`config.mk`:
```
export PLATFORM = sky130hd
export DESIGN_NAME = kbd_key_fifo_flat
export DESIGN_NICKNAME = d
export VERILOG_FILES = /design/src/rtl/kbd_key_fifo_if.sv /design/src/rtl/kbd_key_fifo.sv /design/src/flat_wrapper.sv
export SDC_FILE = /design/constraint.sdc
export NUM_CORES = 1
export LEC_CHECK = 0
export ABC_AREA = 1
export CAP_MARGIN = 20
export CORE_MARGIN = 5
export CORE_UTILIZATION = 50
export DETAILED_ROUTE_END_ITERATION = 16
export PLACE_DENSITY_LB_ADDON = 0.15
export SETUP_SLACK_MARGIN = 0.05
export SLEW_MARGIN = 20
export SYNTH_ARGS = -nofsm -noshare
export SYNTH_HDL_FRONTEND = slang
export SYNTH_SLANG_ARGS = --single-unit
export TNS_END_PERCENT = 50
```
`constraint.sdc`:
```
create_clock -name clk -period 3.03 [get_ports clk]
set_clock_uncertainty 0.15 [all_clocks]
set_input_delay 0.303 -clock clk [delete_from_list [all_inputs] [get_ports clk]]
set_output_delay 0.303 -clock clk [all_outputs]
set_load 0.02 [all_outputs]
```
`src/rtl/kbd_key_fifo_if.sv`:
```
// -----------------------------------------------------------------------------
// kbd_key_fifo_if
//
// Bundles the scanner-side inputs and the consumer-side read port of the
// keyboard key FIFO into a single interface.
//
//   kbd_byte     [7:0]          ASCII code from the scanner (valid while kbd_state=1)
//   kbd_state                   scanner key-held level (1 = key down)
//   rd_ready                    consumer accepts rd_data this cycle
//   clr_overflow                single-cycle clear of the sticky overflow flag
//   rd_valid                    FIFO non-empty, rd_data is valid
//   rd_data      [7:0]          oldest queued code (first-word-fall-through)
//   count        [DEPTH_LOG2:0] number of queued entries
//   overflow                    sticky: an event was dropped because the FIFO was full
//
// Read handshake: a word transfers on any cycle where rd_valid and rd_ready
// are both 1. rd_valid never depends on rd_ready. rd_data is held stable
// until the word is taken. rd_ready while rd_valid=0 has no effect.
//
// Modports:
//   slave  - the FIFO itself (drives rd_valid/rd_data/count/overflow)
//   master - the environment (scanner + consumer)
//
// DEPTH_LOG2 must match the DEPTH_LOG2 of the kbd_key_fifo instance.
// -----------------------------------------------------------------------------
interface kbd_key_fifo_if #(
  parameter int DEPTH_LOG2 = 4
);

  logic [7:0]          kbd_byte;
  logic                kbd_state;
  logic                rd_ready;
  logic                clr_overflow;
  logic                rd_valid;
  logic [7:0]          rd_data;
  logic [DEPTH_LOG2:0] count;
  logic                overflow;

  modport slave (
    input  kbd_byte,
    input  kbd_state,
    input  rd_ready,
    input  clr_overflow,
    output rd_valid,
    output rd_data,
    output count,
    output overflow
  );

  modport master (
    output kbd_byte,
    output kbd_state,
    output rd_ready,
    output clr_overflow,
    input  rd_valid,
    input  rd_data,
    input  count,
    input  overflow
  );

endinterface : kbd_key_fifo_if

```
`src/rtl/kbd_key_fifo.sv`:
```
// -----------------------------------------------------------------------------
// kbd_key_fifo
//
// Turns the level-style output of a keyboard scanner (code + key-held level)
// into discrete key events and queues them in a first-word-fall-through FIFO.
//
// A key event is a cycle with kbd_state=1 where either the key was not held
// on the previous cycle (press edge) or the code differs from the last
// accepted code (roll-over onto a new key while another is still held).
// Holding one key never produces repeats.
//
// Parameters:
//   DEPTH_LOG2     FIFO depth is 2**DEPTH_LOG2 entries
//   DROP_UNMAPPED  1 = silently discard events whose code is 8'h2A
//
// Ports:
//   clk   system clock, all state updates on the rising edge
//   rst   asynchronous active-high reset
//   bus   kbd_key_fifo_if.slave (scanner inputs, read port, status)
// -----------------------------------------------------------------------------
module kbd_key_fifo #(
  parameter int DEPTH_LOG2    = 4,
  parameter bit DROP_UNMAPPED = 1'b1
) (
  input  logic           clk,
  input  logic           rst,
  kbd_key_fifo_if.slave  bus
);

  localparam int                  DEPTH     = 1 << DEPTH_LOG2;
  localparam logic [DEPTH_LOG2:0] DEPTH_CNT = (DEPTH_LOG2 + 1)'(DEPTH);
  localparam logic [7:0]          UNMAPPED  = 8'h2A;

  // ---------------------------------------------------------------------------
  // State
  // ---------------------------------------------------------------------------
  logic [7:0]            mem [DEPTH];
  logic [DEPTH_LOG2-1:0] wr_ptr;
  logic [DEPTH_LOG2-1:0] rd_ptr;
  logic [DEPTH_LOG2:0]   cnt_q;
  logic                  overflow_q;
  logic                  prev_state;
  logic [7:0]            last_byte;

  // ---------------------------------------------------------------------------
  // Combinational control
  // ---------------------------------------------------------------------------
  logic                  key_event;
  logic                  unmapped;
  logic                  event_ok;
  logic                  full;
  logic                  rd_valid_int;
  logic                  pop;
  logic                  push;
  logic                  ovf_set;
  logic [DEPTH_LOG2:0]   cnt_d;
  logic                  overflow_d;

  always_comb begin
    key_event    = 1'b0;
    unmapped     = 1'b0;
    event_ok     = 1'b0;
    full         = 1'b0;
    rd_valid_int = 1'b0;
    pop          = 1'b0;
    push         = 1'b0;
    ovf_set      = 1'b0;
    cnt_d        = cnt_q;
    overflow_d   = overflow_q;

    key_event = bus.kbd_state && (!prev_state || (bus.kbd_byte != last_byte));
    unmapped  = DROP_UNMAPPED && (bus.kbd_byte == UNMAPPED);
    event_ok  = key_event && !unmapped;

    full         = (cnt_q == DEPTH_CNT);
    rd_valid_int = (cnt_q != '0);
    pop          = rd_valid_int && bus.rd_ready;

    // When full, a simultaneous pop frees the slot the new event needs, so the
    // event is still stored and nothing is lost.
    push    = event_ok && (!full || pop);
    ovf_set = event_ok && full && !pop;

    unique case ({push, pop})
      2'b10:   cnt_d = cnt_q + 1'b1;
      2'b01:   cnt_d = cnt_q - 1'b1;
      default: cnt_d = cnt_q;
    endcase

    // Set takes priority over clear so a drop is never lost to a clear issued
    // in the same cycle.
    if (ovf_set) begin
      overflow_d = 1'b1;
    end else if (bus.clr_overflow) begin
      overflow_d = 1'b0;
    end
  end

  // ---------------------------------------------------------------------------
  // Control registers
  // ---------------------------------------------------------------------------
  always_ff @(posedge clk or posedge rst) begin
    if (rst) begin
      wr_ptr     <= '0;
      rd_ptr     <= '0;
      cnt_q      <= '0;
      overflow_q <= 1'b0;
      prev_state <= 1'b0;
      last_byte  <= 8'h00;
    end else begin
      prev_state <= bus.kbd_state;
      cnt_q      <= cnt_d;
      overflow_q <= overflow_d;
      // last_byte follows every mapped event, including one dropped on full,
      // so a key held through an overflow does not keep re-triggering.
      if (event_ok) begin
        last_byte <= bus.kbd_byte;
      end
      // Pointers are DEPTH_LOG2 bits wide, so the increment wraps
      // depth-1 -> 0 on its own.
      if (push) begin
        wr_ptr <= wr_ptr + 1'b1;
      end
      if (pop) begin
        rd_ptr <= rd_ptr + 1'b1;
      end
    end
  end

  // Storage is not reset: an entry is only ever read after it was written.
  always_ff @(posedge clk) begin
    if (push) begin
      mem[wr_ptr] <= bus.kbd_byte;
    end
  end

  // ---------------------------------------------------------------------------
  // Outputs
  // ---------------------------------------------------------------------------
  assign bus.rd_valid = rd_valid_int;
  assign bus.rd_data  = mem[rd_ptr];
  assign bus.count    = cnt_q;
  assign bus.overflow = overflow_q;

endmodule : kbd_key_fifo

```
`src/flat_wrapper.sv`:
```
// flat-port wrapper written by rule: the top's interface ports become plain ports
module kbd_key_fifo_flat 
#(
  parameter int DEPTH_LOG2    = 4,
  parameter bit DROP_UNMAPPED = 1'b1
)
  (clk, rst, bus_kbd_byte, bus_kbd_state, bus_rd_ready, bus_clr_overflow, bus_rd_valid, bus_rd_data, bus_count, bus_overflow);
  kbd_key_fifo_if #(.DEPTH_LOG2(DEPTH_LOG2)) bus_i ();
  input  logic clk;
  input  logic rst;
  input wire logic [$bits(bus_i.kbd_byte)-1:0] bus_kbd_byte;
  input wire logic [$bits(bus_i.kbd_state)-1:0] bus_kbd_state;
  input wire logic [$bits(bus_i.rd_ready)-1:0] bus_rd_ready;
  input wire logic [$bits(bus_i.clr_overflow)-1:0] bus_clr_overflow;
  output wire logic [$bits(bus_i.rd_valid)-1:0] bus_rd_valid;
  output wire logic [$bits(bus_i.rd_data)-1:0] bus_rd_data;
  output wire logic [$bits(bus_i.count)-1:0] bus_count;
  output wire logic [$bits(bus_i.overflow)-1:0] bus_overflow;
  assign bus_i.kbd_byte = bus_kbd_byte;
  assign bus_i.kbd_state = bus_kbd_state;
  assign bus_i.rd_ready = bus_rd_ready;
  assign bus_i.clr_overflow = bus_clr_overflow;
  assign bus_rd_valid = bus_i.rd_valid;
  assign bus_rd_data = bus_i.rd_data;
  assign bus_count = bus_i.count;
  assign bus_overflow = bus_i.overflow;
  kbd_key_fifo #(.DEPTH_LOG2(DEPTH_LOG2), .DROP_UNMAPPED(DROP_UNMAPPED)) u_core (.clk(clk), .rst(rst), .bus(bus_i));
endmodule
```
After elaboration in Yosys (flattened, before gate mapping)
Memories as Yosys holds them, arrays and structs flattened. Index checks and enable logic that the tools add are counted.

Bits in writable memories: 128. Memories: 1. Register bits after elaboration: 23. Output and inout bits: 15. Input bits: 13. Word-level logic and storage cells: 36.

Memory list: u_core.mem (depth 16, bits a word 8, rd ports 1, clocked after memory_dff 0, wr ports 1, line kbd_key_fifo.sv:37) `logic [7:0] mem [DEPTH];`.

Equal/unequal tests: 5. Multiplexer cells: 5. Reduce and logical (&&, ||, !) cells: 15. Add/sub/neg operators: 4.

Operator list (number): one-hot mux 5 bit (2 select lines) (1); adder 4 x 1 -> 4 bit, second input constant (2); == test 8 x 6 -> 1 bit, second input constant (1); inequality test 8 bit (1); logical AND 1 bit (6); adder 5 x 1 -> 5 bit, second input constant (1); == test 5 bit, second input constant (1); nonzero test 5 bit (1); subtractor 5 x 1 -> 5 bit, second input constant (1); zero test 1 bit (4); two-way mux 1 bit (4); nonzero test 2 bit (2); == test 2 x 1 -> 1 bit, second input constant (1); == test 2 bit, second input constant (1); logical OR 1 bit (2).

Longest topological paths before layout
Gate-level depths: netlist (run 1).

Depth after elaboration: 7. Depth in mapped cells: 17. Depth with buffers taken out: 17.

Least setup slack after synthesis (run 1)
Ideal clock, no wire load.

Path kind: reg2reg. Start point: register u_core.cnt_q[2], in the netlist u_core.bus.count[2]. End point: register u_core.cnt_q[3], in the netlist u_core.bus.count[3]. Data required time: 2753 ps. Arrival: 1974 ps. Clock period less this slack: 2250 ps. Setup slack: 780 ps. Stages on the path, launching flop included: 14. Library setup time: 127 ps. Buffers on the path: 0. Path through: dfrtp_1 nor2_2 nand4_2 nand2_2 inv_4 nand2_4 inv_1 ha_1 a21oi_1 nand2_1 nand2_1 nand2_1 nand3_1 o21ai_0.

Cells in the longest elaborated chain, start to end: 6. Elaborated cells between the ends (all ways): 12. Those cells by class: add/sub: 2; eq/ne: 3; mux: 1; reduce/logical: 6.

Ends and longest elaborated chain: start, declared (line kbd_key_fifo.sv:40) `logic [DEPTH_LOG2:0] cnt_q;`; start signal, assigned (line kbd_key_fifo.sv:112) `cnt_q <= cnt_d;`; nonzero test 5 bit (*) (line kbd_key_fifo.sv:76) `rd_valid_int = (cnt_q != '0);`; net bus_rd_valid (line flat_wrapper.sv:15) `output wire logic [$bits(bus_i.rd_valid)-1:0] bus_rd_valid;`; logical AND 1 bit (*) (line kbd_key_fifo.sv:77) `pop = rd_valid_int && bus.rd_ready;`; logical OR 1 bit (line kbd_key_fifo.sv:81) `push = event_ok && (!full || pop);`; logical AND 1 bit (line kbd_key_fifo.sv:81); == test 2 x 1 -> 1 bit / == test 2 bit (equally long branches) (line kbd_key_fifo.sv:84) `unique case ({push, pop})`; one-hot mux 5 bit (2 select lines) / nonzero test 2 bit (equally long branches).

The timed path passes the listed nets; every way through them passes the cells marked *. A chain may end at the register's enable or synchronous reset.

Worst setup path after layout (run 1)
Start point: register u_core.rd_ptr[0]. End point: output port bus_rd_data[2].

Cells in the longest elaborated chain, start to end: 1.

Ends and longest elaborated chain: start, declared (line kbd_key_fifo.sv:39) `logic [DEPTH_LOG2-1:0] rd_ptr;`; start signal, assigned (line kbd_key_fifo.sv:125) `rd_ptr <= rd_ptr + 1'b1;`; memory read (16 x 8 bit); end, declared (line flat_wrapper.sv:16) `output wire logic [$bits(bus_i.rd_data)-1:0] bus_rd_data;`.

Every way passes these cells.

==> results.json, run 1 <==
{
  "leakagePower_nw": 2.812,
  "io_buffers": 27,
  "clkTransAtPathRegs_ps": 50,
  "die_x_um": 123.2,
  "crit_arrival_ps": 2450,
  "crit_start": "u_core.rd_ptr[0]$_DFFE_PP0P_",
  "holdWs_ps": 120.4,
  "timing.fmax_ghz": 0.3444,
  "synthCells": 528,
  "drc": 0,
  "fin_crit_sh_pct": 95.83,
  "p_per_area_mw_per_mm2": 941.4,
  "wirelength_um": 14670,
  "num_vias": 4268,
  "std_cell_rows": 41,
  "drive_gt1_share_pct": 15.00,
  "worst_pin_slew_ps": 639.4,
  "grt_max_degree": 41,
  "status": "completed",
  "synth_compound_area_share_pct": 11.52,
  "synthXorXnorAreaFrac_pct": 1.484,
  "fp.dieH_um": 123.2,
  "finalCoreUtilization_pct": 60.55,
  "crit_end": "bus_rd_data[2]",
  "drtAntennaViolNets": 0,
  "instances_no_fill": 772,
  "cts_tree": "yes",
  "cts-root-buf": "clkbuf_16",
  "syn-num-nets": 548,
  "layout_commonest_cell": "edfxtp_1",
  "grt_pass1_vias": 4236,
  "slowest_delay_ps": 600,
  "insertion_delay_ps": 410,
  "syn_area_sq_mm": 0.006406,
  "drt_first_pass_iters": 5,
  "yosysWarnings": 0,
  "grt_pass1_wl_um": 23170,
  "hold_viol_final": 0,
  "ys_async_sr_fraction_pct": 15.23,
  "hold_path.class": "in2async",
  "critPathSlowestCell": "clkdlybuf4s50_1",
  "rsz0062_at_grt": "yes",
  "die_area_sq_mm": 0.01518,
  "synthMuxAreaShare_pct": 0,
  "cap_violations": 0,
  "rr_worst_depth": 13,
  "synth_top_cell_by_area": "edfxtp_1",
  "synth_top_family_by_area": "simple AND/OR/NAND/NOR gates",
  "total_power_mw": 7.164,
  "seq_area_frac_synth_pct": 68.98,
  "top_usage_layer": "met2",
  "yosys_register_bits": 151,
  "synthAdderAreaFrac_pct": 1.484,
  "r2r_end": "u_core.bus.count[4]$_DFFE_PP0P_",
  "htree_levels": 4,
  "numCtsBuffers": 17,
  "pre_cts_ws_ps": 221.1,
  "dpl_cell_area_sq_mm": 0.007063,
  "synth_area_leaders": "edfxtp_1 60%, dfrtp_1 9.0%, o21ai_0 6.1%",
  "finalSetupViolations": 0,
  "wl_per_cell_um": 19.01,
  "post-dp-hpwl_um": 9564,
  "synth-edff-count": 128,
  "core_area_sq_mm": 0.01257,
  "grtUsageTotal_pct": 20.94,
  "critPathKind": "reg2out",
  "design_area_sq_mm": 0.007610,
  "clockBufferDepth": 2,
  "synthSimpleGateAreaFrac_pct": 12.40,
  "peakVddDrop_mv": 0.4894,
  "area_delta_synth_final_pct": 18.79,
  "synth_top_area_share_pct": 60.00,
  "synthFlopType": "edfxtp_1",
  "fin_nets": 607,
  "slew_viol_final": 0,
  "fin_ws_ps": 126.2,
  "n_antenna_cell": 0,
  "vias_per_cell": 5.528,
  "cp_cell_sequence": "buf_6 > o21ai_0 > o22ai_1 > o211ai_1 > nand2_1 > clkdlybuf4s50_1",
  "syn-mean-instance-area_sq_um": 12.13,
  "slew_headroom_pct": 57.33,
  "post-place-cells": 740,
  "first_iter_violations": 407,
  "finalCriticalPeriod_ps": 2904,
  "path_max_fanout": 40,
  "final_cell_mix": "128 x edfxtp_1, 83 x nor2_1, 78 x o21ai_0",
  "postCtsSetupRepairBufs": 0,
  "holdBufCountCts": 0,
  "end_kind": "primary output",
  "grt_util_met2_pct": 33.37,
  "met3_usage_pct": 4.071,
  "start_util_pct": 50.97,
  "r2r_start": "u_core.last_byte[2]$_DFFE_PP0P_",
  "fin_tns_setup_ps": 0,
  "critPathRequiredTime_ps": 2580,
  "overflow": 0,
  "cts_sinks": 151,
  "gp_congestion": 0.8400,
  "grt_use_met1_pct": 28.67,
  "yosysUniqueCellTypes": 34,
  "antenna_found_initial": 0,
  "ff2ff_setup_slack_ps": 750,
  "ios": 28,
  "startpoint_type": "register"
}
kinds of logic (layout without fill, tap and decap cells):
| kind of cell | Yosys count | count (layout) |
|---|---|---|
| DFF | 151 | 151 |
| adders and majority gates | 7 | 7 |
| AOI/OAI and AO/OA | 122 | 122 |
| xor gates and xnor gates | 10 | 10 |
| buffers and inverters | 63 | 135 |
| and+or+nand+nor | 175 | 175 |
how the worst min path moves through the flow:
stage                                    startpoint                              end  slack, ps  depth (start not counted)
detailed placement  u_core.last_byte[6]$_DFFE_PP0P_  u_core.last_byte[6]$_DFFE_PP0P_        350                          2
finish                                          rst  u_core.bus.overflow$_DFFE_PP0P_        120                          2
floorplan                                       rst  u_core.bus.count[0]$_DFFE_PP0P_        150                          1
global route                                    rst  u_core.bus.overflow$_DFFE_PP0P_        160                          2
CTS                                             rst  u_core.bus.overflow$_DFFE_PP0P_        110                          2
global placement    u_core.last_byte[2]$_DFFE_PP0P_  u_core.last_byte[2]$_DFFE_PP0P_        340                          2
critical path, delay by kind of cell (launching register included):
kind                   cells  cell delay [ps]
buffers and inverters      2              890
AO/OA/AOI/OAI              3              640
flip-flops                 1              400
AND/OR/NAND/NOR            1              100
cell usage after synthesis, drive strengths merged, types with 6 or more instances:
cell,instances
buf,8
clkbuf,18
dfrtp,23
edfxtp,128
ha,6
inv,36
nand2,62
nand3,20
nor2,87
o211ai,7
o21ai,79
o221ai,25
o22ai,7
xor2,10
metal layers:
| layer | wire length, um | up-vias |
|---|---|---|
| met2 | 7209 | 122 |
| met1 | 6433 | 2121 |
| met5 | 0 | - |
| li1 | - | 2006 |
| met4 | 255 | 0 |
| met3 | 775 | 19 |
flip-flops by register name, summed over array words and instances, names as in the netlist:
register and count:
u_core.wr_ptr 4, u_core.rd_ptr 4, u_core.last_byte 8, u_core.bus.count 5, u_core.bus.overflow 1, u_core.mem 128
u_core.prev_state 1
report_power, final:
group          internal, mW  total (mW)  switching, mW
Clock                  1.10        1.84          0.736
Sequential             2.53        2.67          0.142
Combinational         0.947        2.65           1.70
timing repair:
action	CTS	global route
setup endpoints to repair	3	6
pin swaps	0	1
gates resized for setup	2	6
area by class of cell:
| type | count | area [sq um] |
|---|---|---|
| fillers | 1009 | 4959 |
| flip-flops and latches | 151 | 4420 |
| multi-input cells | 314 | 1729 |
| repair buffers | 66 | 586.8 |
| clock buffers | 27 | 493.0 |
| well taps | 172 | 215.2 |
| inverters | 37 | 141.4 |
| clock inverters | 5 | 23.77 |
Note: power is estimated with default switching activity, not from simulation.
==> run 2: changes to the inputs <==
--- a/config.mk
+++ b/config.mk
@@ -8,7 +8,7 @@
 export ABC_AREA = 1
 export CAP_MARGIN = 20
 export CORE_MARGIN = 5
-export CORE_UTILIZATION = 50
+export CORE_UTILIZATION = 45
 export DETAILED_ROUTE_END_ITERATION = 16
 export PLACE_DENSITY_LB_ADDON = 0.15
 export SETUP_SLACK_MARGIN = 0.05
==> run 2 against run 1 <==
  * Critical path depth rose by 1
  * Utilization fell by 4.7 points
  * Clock power rose by 22%
  * Highest routed layer unchanged
==> results.json, run 2 (same netlist as run 1, synthesis figures left out) <==
{
  "status": "completed",
  "postCtsSetupRepairBufs": 0,
  "final_cell_mix": "128 x edfxtp_1, 83 x nor2_1, 78 x o21ai_0",
  "holdWs_ps": 82.80,
  "start_util_pct": 45.97,
  "critPathKind": "reg2out",
  "io_buffers": 27,
  "grtUsageTotal_pct": 18.90,
  "overflow": 0,
  "first_iter_violations": 381,
  "dpl_cell_area_sq_mm": 0.007108,
  "p_per_area_mw_per_mm2": 976.6,
  "path_max_fanout": 32,
  "pwr-share-seq_pct": 35.2,
  "pwr-share-comb_pct": 35.3,
  "grt_pass1_vias": 4124,
  "total_power_mw": 7.598,
  "p_int_mw": 4.968,
  "cts-root-buf": "clkbuf_16",
  "cts_sinks": 151,
  "numCtsBuffers": 17,
  "die_x_um": 129.3,
  "fin_nets": 610,
  "antenna_found_initial": 0,
  "slew_headroom_pct": 66.42,
  "drtAntennaViolNets": 0,
  "wirelength_um": 14760,
  "die_area_sq_mm": 0.01672,
  "post-dp-hpwl_um": 9598,
  "startpoint_type": "register",
  "rsz0062_at_grt": "yes",
  "fin_crit_sh_pct": 95.88,
  "fin_tns_setup_ps": 0,
  "crit_start": "u_core.rd_ptr[0]$_DFFE_PP0P_",
  "grt_pass1_wl_um": 23320,
  "critPathRequiredTime_ps": 2580,
  "cp_cell_sequence": "clkinv_1 > buf_12 > o21ai_0 > o22ai_1 > o211ai_1 > nand2_1 > clkdlybuf4s50_1",
  "drive_gt1_share_pct": 16.58,
  "fin_ws_ps": 124.9,
  "hold_path.class": "in2async",
  "r2r_start": "u_core.last_byte[6]$_DFFE_PP0P_",
  "vias_per_cell": 5.352,
  "timing.fmax_ghz": 0.3442,
  "p_switching_mw": 2.630,
  "area_delta_synth_final_pct": 21.45,
  "clkTransAtPathRegs_ps": 60,
  "n_antenna_cell": 0,
  "hold_viol_final": 0,
  "ios": 28,
  "leakagePower_nw": 2.874,
  "holdBufCountCts": 0,
  "htree_levels": 4,
  "clockBufferDepth": 2,
  "grt_max_degree": 35,
  "num_vias": 4191,
  "slowest_delay_ps": 550,
  "drc": 0,
  "cap_violations": 0,
  "crit_arrival_ps": 2450,
  "design_area_sq_mm": 0.007780,
  "switching_share_pct": 34.61,
  "cts_tree": "yes",
  "gp_congestion": 0.7967,
  "finalSetupViolations": 0,
  "worst_pin_slew_ps": 503.2,
  "peakVddDrop_mv": 0.5472,
  "std_cell_rows": 43,
  "fp.dieH_um": 129.3,
  "largest_reg_flops": 128,
  "post-place-cells": 751,
  "insertion_delay_ps": 420,
  "pre_cts_ws_ps": 197.4,
  "p_clk_share_pct": 29.4,
  "core_area_sq_mm": 0.01393,
  "regMostFlops": "u_core.mem",
  "finalCriticalPeriod_ps": 2905,
  "critPathSlowestCell": "clkdlybuf4s50_1",
  "slew_viol_final": 0,
  "finalCoreUtilization_pct": 55.83,
  "wl_per_cell_um": 18.86,
  "end_kind": "primary output",
  "instances_no_fill": 783,
  "layout_commonest_cell": "edfxtp_1",
  "drt_first_pass_iters": 4,
  "rr_worst_depth": 16
}
## run 2: final timing paths
path	slack, ps	end
hold reg to reg	360	u_core.last_byte[7]$_DFFE_PP0P_
setup / recovery	120	bus_rd_data[5]
hold / removal	80	u_core.last_byte[3]$_DFFE_PP0P_
min in group clk	250	u_core.prev_state$_DFF_PP0_
max in group asynchronous	2380	u_core.rd_ptr[0]$_DFFE_PP0P_
setup reg to reg	770	u_core.bus.count[4]$_DFFE_PP0P_
## run 2: power by group through the flow
stage	combinational, mW	sequential, mW	clock (mW)
floorplan	1.58	2.72	0
global placement	2.63	2.71	0
detailed placement	2.65	2.71	0
CTS	2.67	2.68	2.27
global route	2.96	2.70	2.36
finish	2.68	2.68	2.24
## run 2: area by class of cell
class / instances / area [sq um]
clock buffers: 24 / 491.7
inverters: 37 / 141.4
fillers: 1162 / 6155
clock inverters: 8 / 142.6
flip-flops and latches: 151 / 4420
repair buffers: 69 / 623.1
well taps: 180 / 225.2
multi-input cells: 314 / 1735
## run 2: worst max-delay path: cells and delay by family, from the launching register on
| family | cells | cell delay [ps] |
|---|---|---|
| AO/OA/AOI/OAI | 3 | 580 |
| buffers and inverters | 3 | 910 |
| flip-flops | 1 | 420 |
| AND/OR/NAND/NOR | 1 | 110 |
## run 2: repair_timing
item | in CTS | in global routing
gates cloned | 0 | 0
hold endpoints to repair | 0 | 0
gates resized for setup | 3 | 7
setup endpoints to repair | 4 | 6
## run 2: metal layers
layer	vias up	global-route usage (%)	share of wire (%)
met5	-	0	0
li1	2023	-	-
met2	87	30.27	49
met1	2059	26.06	45
met3	22	3.875	4.4
met4	0	6.115	1.5
==> run 3: changes to the inputs <==
--- a/config.mk
+++ b/config.mk
@@ -9,6 +9,7 @@
 export CAP_MARGIN = 20
 export CORE_MARGIN = 5
 export CORE_UTILIZATION = 45
+export CTS_CLUSTER_DIAMETER = 80
 export DETAILED_ROUTE_END_ITERATION = 16
 export PLACE_DENSITY_LB_ADDON = 0.15
 export SETUP_SLACK_MARGIN = 0.05
==> results of run 3 <==
No change in the layout: final DEF, timing and power equal those of run 2.
